==> src/rtl/branch_predictor.sv <==
// ---------------------------------------------------------------------------
// branch_predictor
//
// Fetch-side next-PC predictor. A direct-mapped branch target buffer (BTB)
// holds one entry per index, each entry carrying a valid bit, a tag, a taken
// target and a 2-bit saturating direction counter. The fetch PC is looked up
// combinationally every cycle to produce the predicted next PC. Resolved
// instructions coming back from execute train the table on the rising clock
// edge. The same feedback also drives the mispredict flag and the recovery PC
// used by the PC register.
//
// Parameters
//   ENTRIES  number of BTB entries (power of two, 2..256)
//   INDEX_W  log2(ENTRIES); index = pc[INDEX_W-1:0], tag = pc[15:INDEX_W]
//   PC_STEP  sequential PC increment in instruction-address units
//
// Ports
//   clk            in   clock; table and statistics update on posedge
//   rst            in   asynchronous, active-high reset
//   pc             in   current fetch PC (lookup address)
//   pre_pc         out  predicted next PC (combinational)
//   pred_taken     out  lookup hit and counter predicts taken
//   upd_valid      in   a resolved instruction is presented this cycle
//   upd_is_branch  in   resolved instruction is a branch/jump
//   upd_pc         in   PC of the resolved instruction
//   upd_taken      in   actual direction
//   upd_target     in   actual taken target
//   upd_pred_next  in   pre_pc that was predicted for upd_pc
//   error          out  mispredict flag (combinational)
//   new_pc         out  correct next PC for upd_pc (combinational)
//   branch_cnt     out  resolved-branch count (statistics build only)
//   miss_cnt       out  mispredict count (statistics build only)
//
// Build option
//   BP_STATS_EN    when defined, builds saturating 16-bit branch and
//                  mispredict counters; otherwise both outputs read 16'h0000
//                  and no counter flops exist.
//
// Update interface handshake: upd_valid is a one-way valid with no ready.
// The predictor always accepts a presented resolution; it is consumed on the
// posedge where upd_valid=1, and error/new_pc describe it combinationally in
// that same cycle. There is no backpressure and no stall.
// ---------------------------------------------------------------------------
module branch_predictor #(
    parameter int ENTRIES = 16,
    parameter int INDEX_W = 4,
    parameter int PC_STEP = 1
) (
    input  logic        clk,
    input  logic        rst,
    input  logic [15:0] pc,
    output logic [15:0] pre_pc,
    output logic        pred_taken,
    input  logic        upd_valid,
    input  logic        upd_is_branch,
    input  logic [15:0] upd_pc,
    input  logic        upd_taken,
    input  logic [15:0] upd_target,
    input  logic [15:0] upd_pred_next,
    output logic        error,
    output logic [15:0] new_pc,
    output logic [15:0] branch_cnt,
    output logic [15:0] miss_cnt
);

    localparam int          TAG_W = 16 - INDEX_W;
    localparam logic [15:0] STEP  = 16'(PC_STEP);

    // Counter value given to a freshly allocated entry: weakly taken.
    localparam logic [1:0]  CTR_ALLOC = 2'b10;
    // Counter value after reset: weakly not-taken.
    localparam logic [1:0]  CTR_RESET = 2'b01;

    // -----------------------------------------------------------------------
    // BTB storage
    // -----------------------------------------------------------------------
    logic [ENTRIES-1:0] valid_q;
    logic [TAG_W-1:0]   tag_q    [ENTRIES];
    logic [15:0]        target_q [ENTRIES];
    logic [1:0]         ctr_q    [ENTRIES];

    // -----------------------------------------------------------------------
    // Lookup (fetch side), purely combinational
    // -----------------------------------------------------------------------
    logic [INDEX_W-1:0] lk_idx;
    logic [TAG_W-1:0]   lk_tag;
    logic               lk_hit;
    logic [15:0]        lk_seq;

    assign lk_idx = pc[INDEX_W-1:0];
    assign lk_tag = pc[15:INDEX_W];
    assign lk_seq = pc + STEP;  // 16-bit modulo: 16'hFFFF wraps to 16'h0000

    assign lk_hit     = valid_q[lk_idx] && (tag_q[lk_idx] == lk_tag);
    assign pred_taken = lk_hit && ctr_q[lk_idx][1];

    // The table is read before any same-cycle training lands, so a lookup
    // at the index being trained still sees the old contents this cycle.
    assign pre_pc = pred_taken ? target_q[lk_idx] : lk_seq;

    // -----------------------------------------------------------------------
    // Resolution (execute side), combinational
    // -----------------------------------------------------------------------
    logic [15:0] up_seq;
    logic [15:0] up_actual;

    assign up_seq    = upd_pc + STEP;
    assign up_actual = upd_taken ? upd_target : up_seq;

    // While reset is held the recovery path reports the sequential successor
    // and never flags a mispredict, whatever execute is presenting.
    assign new_pc = rst ? up_seq : up_actual;
    assign error  = !rst && upd_valid && (up_actual != upd_pred_next);

    // -----------------------------------------------------------------------
    // Training decode
    // -----------------------------------------------------------------------
    logic [INDEX_W-1:0] up_idx;
    logic [TAG_W-1:0]   up_tag;
    logic               up_hit;
    logic [1:0]         up_ctr;
    logic [1:0]         up_ctr_inc;
    logic [1:0]         up_ctr_dec;

    assign up_idx = upd_pc[INDEX_W-1:0];
    assign up_tag = upd_pc[15:INDEX_W];
    assign up_hit = valid_q[up_idx] && (tag_q[up_idx] == up_tag);
    assign up_ctr = ctr_q[up_idx];

    // Saturating counter steps: hold at 2'b11 going up, at 2'b00 going down.
    assign up_ctr_inc = (up_ctr == 2'b11) ? up_ctr : up_ctr + 2'd1;
    assign up_ctr_dec = (up_ctr == 2'b00) ? up_ctr : up_ctr - 2'd1;

    logic       wr_alloc;   // install or overwrite the entry at up_idx
    logic       wr_ctr;     // update the direction counter of a hit entry
    logic       wr_target;  // refresh the target of a hit entry
    logic       wr_purge;   // invalidate a hit entry (non-branch alias)
    logic [1:0] ctr_nxt;

    always_comb begin
        wr_alloc  = 1'b0;
        wr_ctr    = 1'b0;
        wr_target = 1'b0;
        wr_purge  = 1'b0;
        ctr_nxt   = up_ctr;
        if (upd_valid) begin
            if (upd_is_branch) begin
                if (up_hit) begin
                    wr_ctr    = 1'b1;
                    ctr_nxt   = upd_taken ? up_ctr_inc : up_ctr_dec;
                    wr_target = upd_taken;
                end else if (upd_taken) begin
                    // Not-taken misses are not allocated: a sequential
                    // prediction is already correct for them.
                    wr_alloc = 1'b1;
                end
            end else if (up_hit) begin
                // A non-branch sits at a PC the BTB believes is a branch
                // (tag alias or self-modifying code); drop the entry so
                // fetch stops redirecting there.
                wr_purge = 1'b1;
            end
        end
    end

    // -----------------------------------------------------------------------
    // Table state. Async reset clears every entry, which also discards any
    // update being presented while reset is asserted.
    // -----------------------------------------------------------------------
    always_ff @(posedge clk or posedge rst) begin
        if (rst) begin
            valid_q <= '0;
            for (int i = 0; i < ENTRIES; i++) begin
                tag_q[i]    <= '0;
                target_q[i] <= '0;
                ctr_q[i]    <= CTR_RESET;
            end
        end else begin
            if (wr_alloc) begin
                valid_q[up_idx]  <= 1'b1;
                tag_q[up_idx]    <= up_tag;
                target_q[up_idx] <= upd_target;
                ctr_q[up_idx]    <= CTR_ALLOC;
            end
            if (wr_ctr) begin
                ctr_q[up_idx] <= ctr_nxt;
            end
            if (wr_target) begin
                target_q[up_idx] <= upd_target;
            end
            if (wr_purge) begin
                valid_q[up_idx] <= 1'b0;
            end
        end
    end

    // -----------------------------------------------------------------------
    // Statistics
    // -----------------------------------------------------------------------
`ifdef BP_STATS_EN
    logic [15:0] branch_cnt_q;
    logic [15:0] miss_cnt_q;

    always_ff @(posedge clk or posedge rst) begin
        if (rst) begin
            branch_cnt_q <= '0;
            miss_cnt_q   <= '0;
        end else begin
            if (upd_valid && upd_is_branch && (branch_cnt_q != 16'hFFFF)) begin
                branch_cnt_q <= branch_cnt_q + 16'd1;
            end
            if (error && (miss_cnt_q != 16'hFFFF)) begin
                miss_cnt_q <= miss_cnt_q + 16'd1;
            end
        end
    end

    assign branch_cnt = branch_cnt_q;
    assign miss_cnt   = miss_cnt_q;
`else
    assign branch_cnt = 16'h0000;
    assign miss_cnt   = 16'h0000;
`endif

endmodule

==> config.mk <==
export PLATFORM = sky130hd
export DESIGN_NAME = branch_predictor
export DESIGN_NICKNAME = d
export VERILOG_FILES = /design/src/rtl/branch_predictor.sv
export SDC_FILE = /design/constraint.sdc
export NUM_CORES = 1
export LEC_CHECK = 0
export ABC_AREA = 1
export BUFFER_PORTS_ARGS = -buffer_cell sky130_fd_sc_hd__buf_4
export CAP_MARGIN = 20
export CORE_MARGIN = 1.5
export CORE_UTILIZATION = 40
export DETAILED_ROUTE_END_ITERATION = 6
export PLACE_DENSITY = 0.61
export SETUP_SLACK_MARGIN = 0.1
export SYNTH_ARGS = -nofsm -noshare
export SYNTH_HDL_FRONTEND = slang
export SYNTH_SLANG_ARGS = --single-unit
==> constraint.sdc <==
create_clock -name clk -period 60.3 [get_ports clk]
set_input_delay 12.06 -clock clk [delete_from_list [all_inputs] [get_ports clk]]
set_output_delay 12.06 -clock clk [all_outputs]
set_load 0.05 [all_outputs]
# Word-level counts from Yosys, hierarchy flattened
# Cells that the tools add are included.
[totals] elab_cells=138 mem_count=0 romBits=0 latchBits=0 in_bits=69 output_inout_bits=66 ff_bits=496 ramBits=0
[op_classes] shift=0 addsub=4 n_mul=0 bitwise_logic=8 n_div=0 n_mux=58 eq_ne=4 n_lt_le_gt_ge=6 n_reduce_logical=9
[ops] op="bitwise mux 256 bit" count=2
[ops] op="two-way mux 256 bit" count=2
[ops] op="bitwise mux 192 bit" count=1
[ops] op="two-way mux 16 bit" count=8
[ops] op="binary-select mux 12 bit (select 4 bit)" count=2
[ops] op="binary-select mux 16 bit (select 4 bit)" count=1
[ops] op="demux 16 bit (select 4 bit)" count=1
[ops] op="two-way mux 32 bit" count=2
[ops] op="two-way mux 12 bit" count=5
[ops] op="demux 12 bit (select 4 bit)" count=1
[ops] op="adder 16 x 1 -> 16 bit, second input constant" count=2
[ops] op="AND 16 bit" count=2
[ops] op="bitwise mux 32 bit" count=1
[ops] op="inverter 16 bit" count=2
[ops] op="OR 16 bit" count=2
[ops] op="equality test 12 bit" count=2
[ops] op="two-way mux 2 bit" count=11
[ops] op="binary-select mux 2 bit (select 4 bit)" count=2
[ops] op="inequality test 16 bit" count=1
[ops] op="two-way mux 1 bit" count=15
[ops] op="greater-or-equal comparator 5 bit, second input constant" count=2
[ops] op="< comparator 4 x 5 -> 1 bit, second input constant" count=2
[ops] op="inverter 4 -> 5 bit" count=2
[ops] op="binary-select mux 1 bit (select 4 bit)" count=2
[ops] op="other kinds (10)" count=16

# Longest topological paths before layout
# Gate-level depths: netlist (run 1).
[depth] ltp_word=12 depth_mapped=21 mapped_depth_nobuf=19

# Worst setup path after synthesis (run 1)
# OpenSTA, ideal clock, no wires.
[synth_path] kind="input port to output port" startpoint="input port rst" endpoint="output port new_pc[10]" required_ps=48240 n_path_buf=2 arrival_time_ps=32022 slack_ps=16218 path_stages=4 path_cell_list="clkbuf_1 -> inv_1 -> clkbuf_1 -> a31oi_1"
[synth_via] elab_chain_len=1
[synth_rtl] item="start: declaration" line_no="50" text="input logic rst,"
[synth_rtl] item="two-way mux 16 bit" line_no="112" text="assign new_pc = rst ? up_seq : up_actual;"
[synth_rtl] item="end: declaration" line_no="61" text="output logic [15:0] new_pc,"
# Every way passes these cells.

# Final worst setup path (run 1)
[layout_path] startpoint="input port pc[0]" endpoint="output port pre_pc[3]"
[layout_via] elab_chain_len=8 word_cells_on_any_way=17 cone_classes="1 x add/sub; 1 x eq/ne; 12 x mux; 1 x bitwise; 2 x reduce/logical"
[layout_rtl] item="start: declaration" line_no="51" text="input logic [15:0] pc,"
[layout_rtl] item="inverter 4 -> 5 bit (implied by the code)" line_no="94, 95, 99"
[layout_rtl] item="binary-select mux 12 bit (select 4 bit)" line_no="94" text="assign lk_hit = valid_q[lk_idx] && (tag_q[lk_idx] == lk_tag);"
[layout_rtl] item="two-way mux 12 bit (implied by the code) (2 in a row)" line_no="94"
[layout_rtl] item="equality test 12 bit" line_no="94"
[layout_rtl] item="logical AND 1 bit" line_no="94"
[layout_rtl] item="logical AND 1 bit" line_no="95" text="assign pred_taken = lk_hit && ctr_q[lk_idx][1];"
[layout_rtl] item="two-way mux 16 bit *" line_no="99" text="assign pre_pc = pred_taken ? target_q[lk_idx] : lk_seq;"
[layout_rtl] item="end: declaration" line_no="52" text="output logic [15:0] pre_pc,"
# Every way passes the cells marked *; elsewhere a longest branch is shown, timed or not. The select of a mux whose other input is x is not followed.

==> results, run 1 <==
- After detailed routing, the average wire length per cell comes to 20.2 um.
- For flop-to-flop paths, the worst setup slack is 57.13 ns.
- The tool flagged a number of max-cap violations equal to 0.
- The overall power after layout is 0.000941 W.
- For this run the aggregate overflow at the end of global routing stands at 0.
- The worst hold margin is 0.482 ns.
- The total via count after detailed routing is 25500.
- The detailed router finished its first iteration with 2753 violations.
- Traced cell by cell, the critical path runs through buf_8 > buf_4 > buf_4 > a21oi_1 > o21ai_0 > nand3_1 > nand3_1 > nand3_1 > nand2_1 > nand2_1 > nor2_1 > nand2_1 > nor2_1 > nand2_1 > o21ai_0 > buf_4.
- Setup repair after global routing left no endpoint under its margin.
- On the critical path, the stage with the largest delay is an instance of buf_4.
- The number of flops mapped to enable cells by yosys is 0.
- Among all flip-flop cells after synthesis, the most frequent one is dfrtp_1.
- The global-route wire length before repair is 148000 um.
- Of the cells placed in the final design, the portion with a size suffix greater than 1 is 0.0771.
- The quantity of gates resized following cts is 0.
- The clock transition at the registers of the reported paths is 0.06 ns.
- The HPWL after detailed placement is 59800 um.
- The synthesis-stage register bit count is approximately 500.
- The final setup slack of the worst path is 31.29 ns.
- At the end of routability-driven placement, the weighted congestion stood at 0.923.
- During synthesis, Yosys emitted a total of 0 warnings.
- The leakage power is 14.8 nW.
- The number of global-route vias before repair came to 23500.
- The post-synthesis cell type count is between 40 and 50.
- The first-pass iteration count of the detailed router is 5.
- The total negative setup slack is 0 ns.
- The critical path data required time is ~48 ns.
- The startpoint of the lowest-slack register-to-register path is tag_q[131].
- For this configuration, the core starts out at a cell density of 0.406.
- The area of the core is between 0.06 and 0.07 mm2.
- The average footprint of a synthesized cell is 7.22 um2.
- The share of the clock period used by the worst path is 0.481.
- The type of the worst setup path is input port to output pin.
- The total power per unit cell area is around 31 mW/mm2.
- The final count of pins violating max slew is 0.
- The area growth from synthesis to final layout is 10.1%.
- Before CTS, the worst setup slack after placement is approximately 31 ns.
- The aggregate routed wire length is 96800 um.
- The number of setup buffers added after CTS is 0.
- For this run, the post-layout net count is 3880.
- In the synthesized netlist, the number of instances is slightly below 4000.
- Buffers inserted to repair hold after CTS numbered 0.
- The slew at the pin closest to its max-slew limit is 1.11 ns.
- The number of failing setup endpoints in the final timing report is 0.
- Clock tree synthesis found a total of 496 sinks.
- The root buffer cell chosen for the clock tree is clkbuf_16.
- The relative slew slack is 0.257.
- No sink is reached through more buffers than the 3 on the longest clock path.
- In this run the tool buffered the top-level ports with 102 buffer cells.
- The die covers 0.0715 mm2.
- The initial antenna violation count was 2.
- The cell occurring most often along the worst timing path is nand2_1.
- In this design, the stage delay of the slowest critical-path cell is ~0.76 ns.
- The antenna diode count is 0.
- Pin placement for this block handled around 140 I/O pins.
- The peak supply drop is between 20 and 25 uV.
- At the later pin of the worst-skew pair, clock insertion delay measures 0.65 ns.
- For the worst setup path, the data arrival time is 16.95 ns.
- In this run the core area contains between 90 and 100 standard-cell rows.
- After detailed routing, the number of vias per cell comes to 5.34.
- Of the synthesized area, sequential elements account for 0.445.
- The final critical delay including setup and external delays is 29.01 ns.
- Along the worst path, the maximum fanout reaches 90.
- The worst setup path is captured at an output pin.
- The floorplan step set the die height to 267 um.
- The maximum clock frequency is around 34 MHz.
- The path type of the worst min-delay path is flip-flop to flip-flop.
- The final antenna-violating net count is 0.
- The worst clock skew is 0.0435 ns.
- The number of buffers created by CTS is between 50 and 60.
- The netlist area before placement is 0.0280 mm2.
- The kind of start point of the critical path is an input port.
- The hold violation count in the final report was 0.
- The horizontal extent of the die is 267 um.
- The worst hold path begins at target_q[20].
- Across every metal layer, demand over resource in global routing totals 0.272.
- For this run, design rule violations remaining after detail routing come to 0.
- Entering global routing, the biggest net connects between 150 and 200 pins.
- The share of flip-flops with an asynchronous set or reset is 1.00.
- In this run the worst setup path begins at pc[0].
- The TritonCTS clock tree is done.
- In this run the number of H-tree levels came out at 2.
- The run finished with clean final reports.
-- registers in the layout, summed over array words and instances (netlist names) --
name and count:
target_q 256, tag_q 192, ctr_q 32, valid_q 16
-- kinds of logic (layout without fill, tap and decap cells) --
group / Yosys count / in the layout / synth area share
compound gates: 1044 / 1044 / 0.197
other cells: 1 / 32 / 0.000134
simple gates: 1559 / 1559 / 0.231
buf+inv: 737 / 682 / 0.114
xor+xnor: 30 / 30 / 0.00940
flops: 496 / 496 / 0.445
fa+ha+maj: 5 / 5 / 0.00224
mux: 3 / 3 / 0.00107
-- metrics by stage --
| step | cell area (um2) | utilization | cells |
|---|---|---|---|
| after global routing | 30800 | 0.447 | 4782 |
| after floorplan | 28100 | - | 3906 |
| final | 30800 | 0.447 | 4782 |
| after CTS | 30800 | 0.447 | 4782 |
| after global placement | 28900 | 0.419 | 4681 |
| after detailed placement | 28900 | 0.419 | 4681 |
-- cells in the mapped netlist, drive strengths merged, types with 8 or more instances --
cell | n | area share
nand2 | 945 | 0.13
o21ai | 716 | 0.13
dfrtp | 480 | 0.43
inv | 433 | 0.058
nor2 | 375 | 0.052
a21oi | 213 | 0.038
nand3 | 191 | 0.034
clkbuf | 154 | 0.021
buf | 138 | 0.033
o211ai | 40 | 0.011
o22ai | 31 | 0.0069
xor2 | 24 | 0.0075
nand4 | 18 | 0.0040
dfstp | 16 | 0.015
o221ai | 14 | 0.0044
clkinv | 12 | 0.0016
nand3b | 10 | 0.0027
a32o | 9 | 0.0032
a31oi | 8 | 0.0018
nor3 | 8 | 0.0016
-- final cells by class --
cell class / count / area (um2)
Inverter: 445 / 1680
Multi-Input combinational cell: 2673 / 12500
Fill cell: 7175 / 38200
Clock inverter: 27 / 399
Tap cell: 931 / 1160
Timing Repair Buffer: 136 / 1040
Sequential cell: 496 / 12400
Clock buffer: 74 / 1540
-- critical path, delay by kind of cell --
family / cells / cell delay (ns)
AOI/OAI and AO/OA: 3 / 0.73
buffers and inverters: 4 / 2.11
and+or+nand+nor: 9 / 1.97
-- report_power, final --
part / internal, W / switching (W) / leakage [nW] / total (W)
logic: 0.0000544 / 0.000111 / 7.63 / 0.000165
registers: 0.000384 / 0.0000283 / 6.22 / 0.000413
clock network: 0.000214 / 0.000150 / 0.957 / 0.000363
-- cell usage in the layout (no fill, tap or decap), types with 32 or more instances in the layout --
| cell | synthesis | layout |
|---|---|---|
| conb_1 | 1 | 32 |
| nand3_1 | 191 | 191 |
| clkbuf_16 | 0 | 54 |
| a21oi_1 | 213 | 213 |
| dfrtp_1 | 480 | 480 |
| nor2_1 | 369 | 353 |
| o21ai_0 | 593 | 593 |
| nand2_1 | 927 | 927 |
| inv_1 | 426 | 424 |
| o211ai_1 | 40 | 40 |
| buf_4 | 61 | 133 |
| o21ai_1 | 123 | 123 |
-- routing by layer --
metal / vias up / global-route usage / part of all wire
li1: 12300 / - / -
met1: 12200 / 0.375 / 0.44
met2: 861 / 0.440 / 0.47
met3: 152 / 0.0392 / 0.067
met4: 0 / 0.0828 / 0.027
met5: - / 0 / 0
-- final timing paths --
kind	depth (start not counted)	to
hold / removal	2	target_q[20]
max in group asynchronous	4	tag_q[62]
hold reg to reg	2	target_q[20]
min in group asynchronous	2	target_q[164]
setup reg to reg	14	valid_q[2]
setup / recovery	16	pre_pc[3]
No activity file was read; power rests on OpenSTA's default activity.
==> run 2, diff against run 1 <==
Clock period 60.3 ns to 28.3 ns, I/O delays scaled along.
==> results, run 2 (synthesis results as in run 1) <==
- Entering global routing, the biggest net connects 158 pins.
- The run finished with clean final reports.
- The area of the core is slightly below 0.07 mm2.
- The endpoint identified for the worst register-to-register timing path is ctr_q[19].
- The horizontal extent of the die is 267 um.
- The maximum clock frequency is 64.4 MHz.
- Row generation in the floorplan step produced 96 rows.
- The analysis attributes to net switching a power of 0.000613 W.
- The startpoint of the worst setup timing path is pc[1].
- The most numerous cell type found on the critical path is nand2_1.
- In the layout the commonest cells are nand2_1, o21ai_0, dfrtp_1.
- Summing all multi-input logic gate instances after layout gives 0.0125 mm2.
- The final count of pins violating max slew is 0.
- The quantity of I/O buffers inserted on ports is between 100 and 150.
- The hold violation count in the final report is 0.
- After detailed routing, the total wire length is 97400 um.
- Hold repair after CTS inserted 0 buffers.
- The layout net count is roughly 3900.
- The worst register-to-register path begins at tag_q[131].
- For the pin with the worst max-slew slack, the measured transition is between 1 and 1.5 ns.
- Using the TritonRoute via totals, the vias-per-cell ratio works out to 5.39.
- Across every metal layer, demand over resource in global routing totals 0.272.
- The critical path endpoint is pre_pc[14].
- The deepest level of the CTS H-tree is 2.
- The placed wire-length estimate is between 60000 and 70000 um.
- The tree built by TritonCTS fans out to 496 sinks.
- The first global-routing pass estimated 148000 um of wire.
- The top register by number of flip-flops is target_q.
- The initial utilization of the core area, before any placement, comes to 0.406.
- Walking the worst path, the cells encountered are buf_6 > inv_2 > buf_4 > nand3_1 > nand3_1 > nand2_1 > a21oi_1 > nand4_1 > nor2_1 > nand2_1 > nand2_1 > nand2_1 > inv_1 > buf_4.
- The power share of the combinational group is 0.179.
- TritonCTS built the clock tree.
- Counting the fill cells in the layout gives slightly above 7000.
- In this run the deepest clock path goes through 3 buffers.
- For this run, the slowest stage of the critical path takes between 0.7 and 0.8 ns.
- The cell with the largest stage delay on the worst path is nand2_1.
- The clock transition at the registers of the reported paths is 0.06 ns.
- The worst clock skew is 0.0474 ns.
- The analysis attributes to cell leakage a power of 14.8 nW.
- Dividing total power by cell area gives a power density of 64.3 mW/mm2.
- The highest fanout seen on the critical path is 75.
- The most common cell after layout, fill and taps aside is nand2_1.
- The final antenna-violating net count is 0.
- In the final routed layout, each cell accounts on average for 20.4 um.
- The largest delay contributor family on the critical path is simple AND/OR/NAND/NOR gates.
- After routing, the total negative slack on setup checks comes to 0 ns.
- The switching part of the total power is 0.310.
- The final instance area is 0.0307 mm2.
- From synthesis to final layout, the design area changed by 9.88%.
- Data on the critical path is required at its endpoint by between 20 and 25 ns.
- The number of gates resized after CTS was 0.
- At the end of the flow the core is filled with cells to 0.446.
- The clock root buffer master is clkbuf_16.
- The worst setup path is launched from an input port.
- The clock insertion delay at the later pin of the skew report is 0.64 ns.
- The area occupied by registers is 0.0124 mm2.
- The cell count of the worst reg-to-reg path is 16.
- The register with the most flip-flops in the layout has 256 of them.
- Buffers added to address setup during post-CTS repair amount to 0.
- The post-place instance area is 0.0289 mm2.
- Summed over all layers, the global routing overflow is 0.
- The proportion of layout cells with a drive suffix above 1 is 0.0761.
- The power share of the sequential group is 0.445.
- The top-level port count is 135.
- The total via count after detailed routing is 25800.
- The initial antenna violation count is 3.
- The count of cell instances traversed by the critical path is 14.
- The type of the worst setup path is input port to output pin.
- Setup repair after global routing left no endpoint under its margin.
- The routability-driven placement congestion ratio is 0.901.
- The die is 267 um tall.
- The path type of the worst min-delay path is flip-flop to flip-flop.
- Headroom to the max-slew limit came out at 0.290.
- In the final layout, the registers with the most flip-flops are target_q (256), tag_q (192), ctr_q (32).
- The number of buffers created by CTS is 54.
- The die covers 0.0715 mm2.
- The setup slack of the worst register-to-register path is 25.08 ns.
- The detailed router finished its first iteration with 2666 violations.
- The first-pass iteration count of the detailed router is 5.
- The final critical delay including setup and external delays is 15.53 ns.
- The signal arrival time at the worst endpoint is 9.87 ns.
- In the routed design, unresolved DRC markers number 0.
- Cell internal power was estimated by the tool at 0.00136 W.
- Hold timing on the final database bottoms out at a slack of 0.484 ns.
- Across the VDD grid, the largest voltage drop is 53.3 uV.
- The share of the clock period used by the worst path is 0.549.
- The clock group share of total power is 0.376.
- The number of global-route vias before repair is 24000.
- Counting both buffers and inverters, the worst setup path holds a total of 5.
- Across the run, the number of max-cap violations was 0.
- The worst setup path is captured at an output pin.
- Setup violations remaining at the end of the flow were counted as 0.
==> run 2: cell types whose count changed in the layout (fill, tap and decap cells not counted) <==
cell,change
buf_12,+2
buf_4,-3
bufinv_16,-4
clkbuf_1,+1
clkbuf_8,+4
clkinv_1,+1
clkinv_16,-1
clkinv_2,-3
clkinvlp_4,+1
diode_2,+1
inv_2,-1
inv_6,+1
==> run 2: area by class of cell <==
| class | count | share of cell area |
|---|---|---|
| multi-input combinational | 2673 | 0.408 |
| inverter | 445 | 0.0548 |
| timing repair buffer | 135 | 0.0346 |
| tap | 931 | 0.0379 |
| clock inverter | 21 | 0.00815 |
| clock buffer | 79 | 0.0519 |
| antenna | 1 | 0.0000815 |
| sequential | 496 | 0.405 |
==> run 2: worst min-delay path by stage <==
stage | depth (start not counted) | endpoint | slack, ns | from
floorplan | 2 | target_q[16] | 0.45 | target_q[16]
global placement | 2 | target_q[18] | 0.46 | target_q[18]
detailed placement | 2 | tag_q[157] | 0.47 | tag_q[157]
CTS | 2 | ctr_q[20] | 0.49 | ctr_q[20]
global route | 2 | tag_q[178] | 0.50 | tag_q[178]
finish | 2 | tag_q[83] | 0.48 | tag_q[83]
==> run 2: power by group through the flow <==
stage | registers (W) | clock network, W | logic, W
6_report | 0.000879 | 0.000743 | 0.000353
5_1_grt | 0.000891 | 0.000781 | 0.000402
4_1_cts | 0.000877 | 0.000750 | 0.000354
3_5_place_dp | 0.000888 | 0 | 0.000353
3_3_place_gp | 0.000887 | 0 | 0.000347
2_1_floorplan | 0.000873 | 0 | 0.000263
==> run 2: routing by layer <==
metal  vias up  track usage  wire [um]
li1      12300            -          -
met1     12300        0.364      42000
met2       926        0.442      44800
met3       218       0.0394       6690
met4         0        0.107       3950
met5         -            0          0
==> run 2: worst register-to-register path, stage by stage, from the launching register on <==
cell and delay (ns):
dfrtp_1 0.38, inv_1 0.09, nand2_1 0.06, o211ai_1 0.12, nand2_1 0.09, nand2_1 0.06, nand2_1 0.17, nor2_1 0.23
nand2_1 0.07, nand2_1 0.10, nand3_1 0.11, nor2_4 0.27, nand2_8 0.31, nand2_2 0.73, nand3_1 0.17, nand2_1 0.10
inv_1 0.04
==> run 2: stage by stage <==
stage / total power, W / std cells / setup WS [ns]
floorplan: 0.00114 / 3906 / 7.26
global placement: 0.00123 / 4680 / 12.99
detailed placement: 0.00124 / 4680 / 12.97
CTS: 0.00198 / 4780 / 12.97
global route: 0.00207 / 4781 / 12.51
finish: 0.00198 / 4781 / 12.77
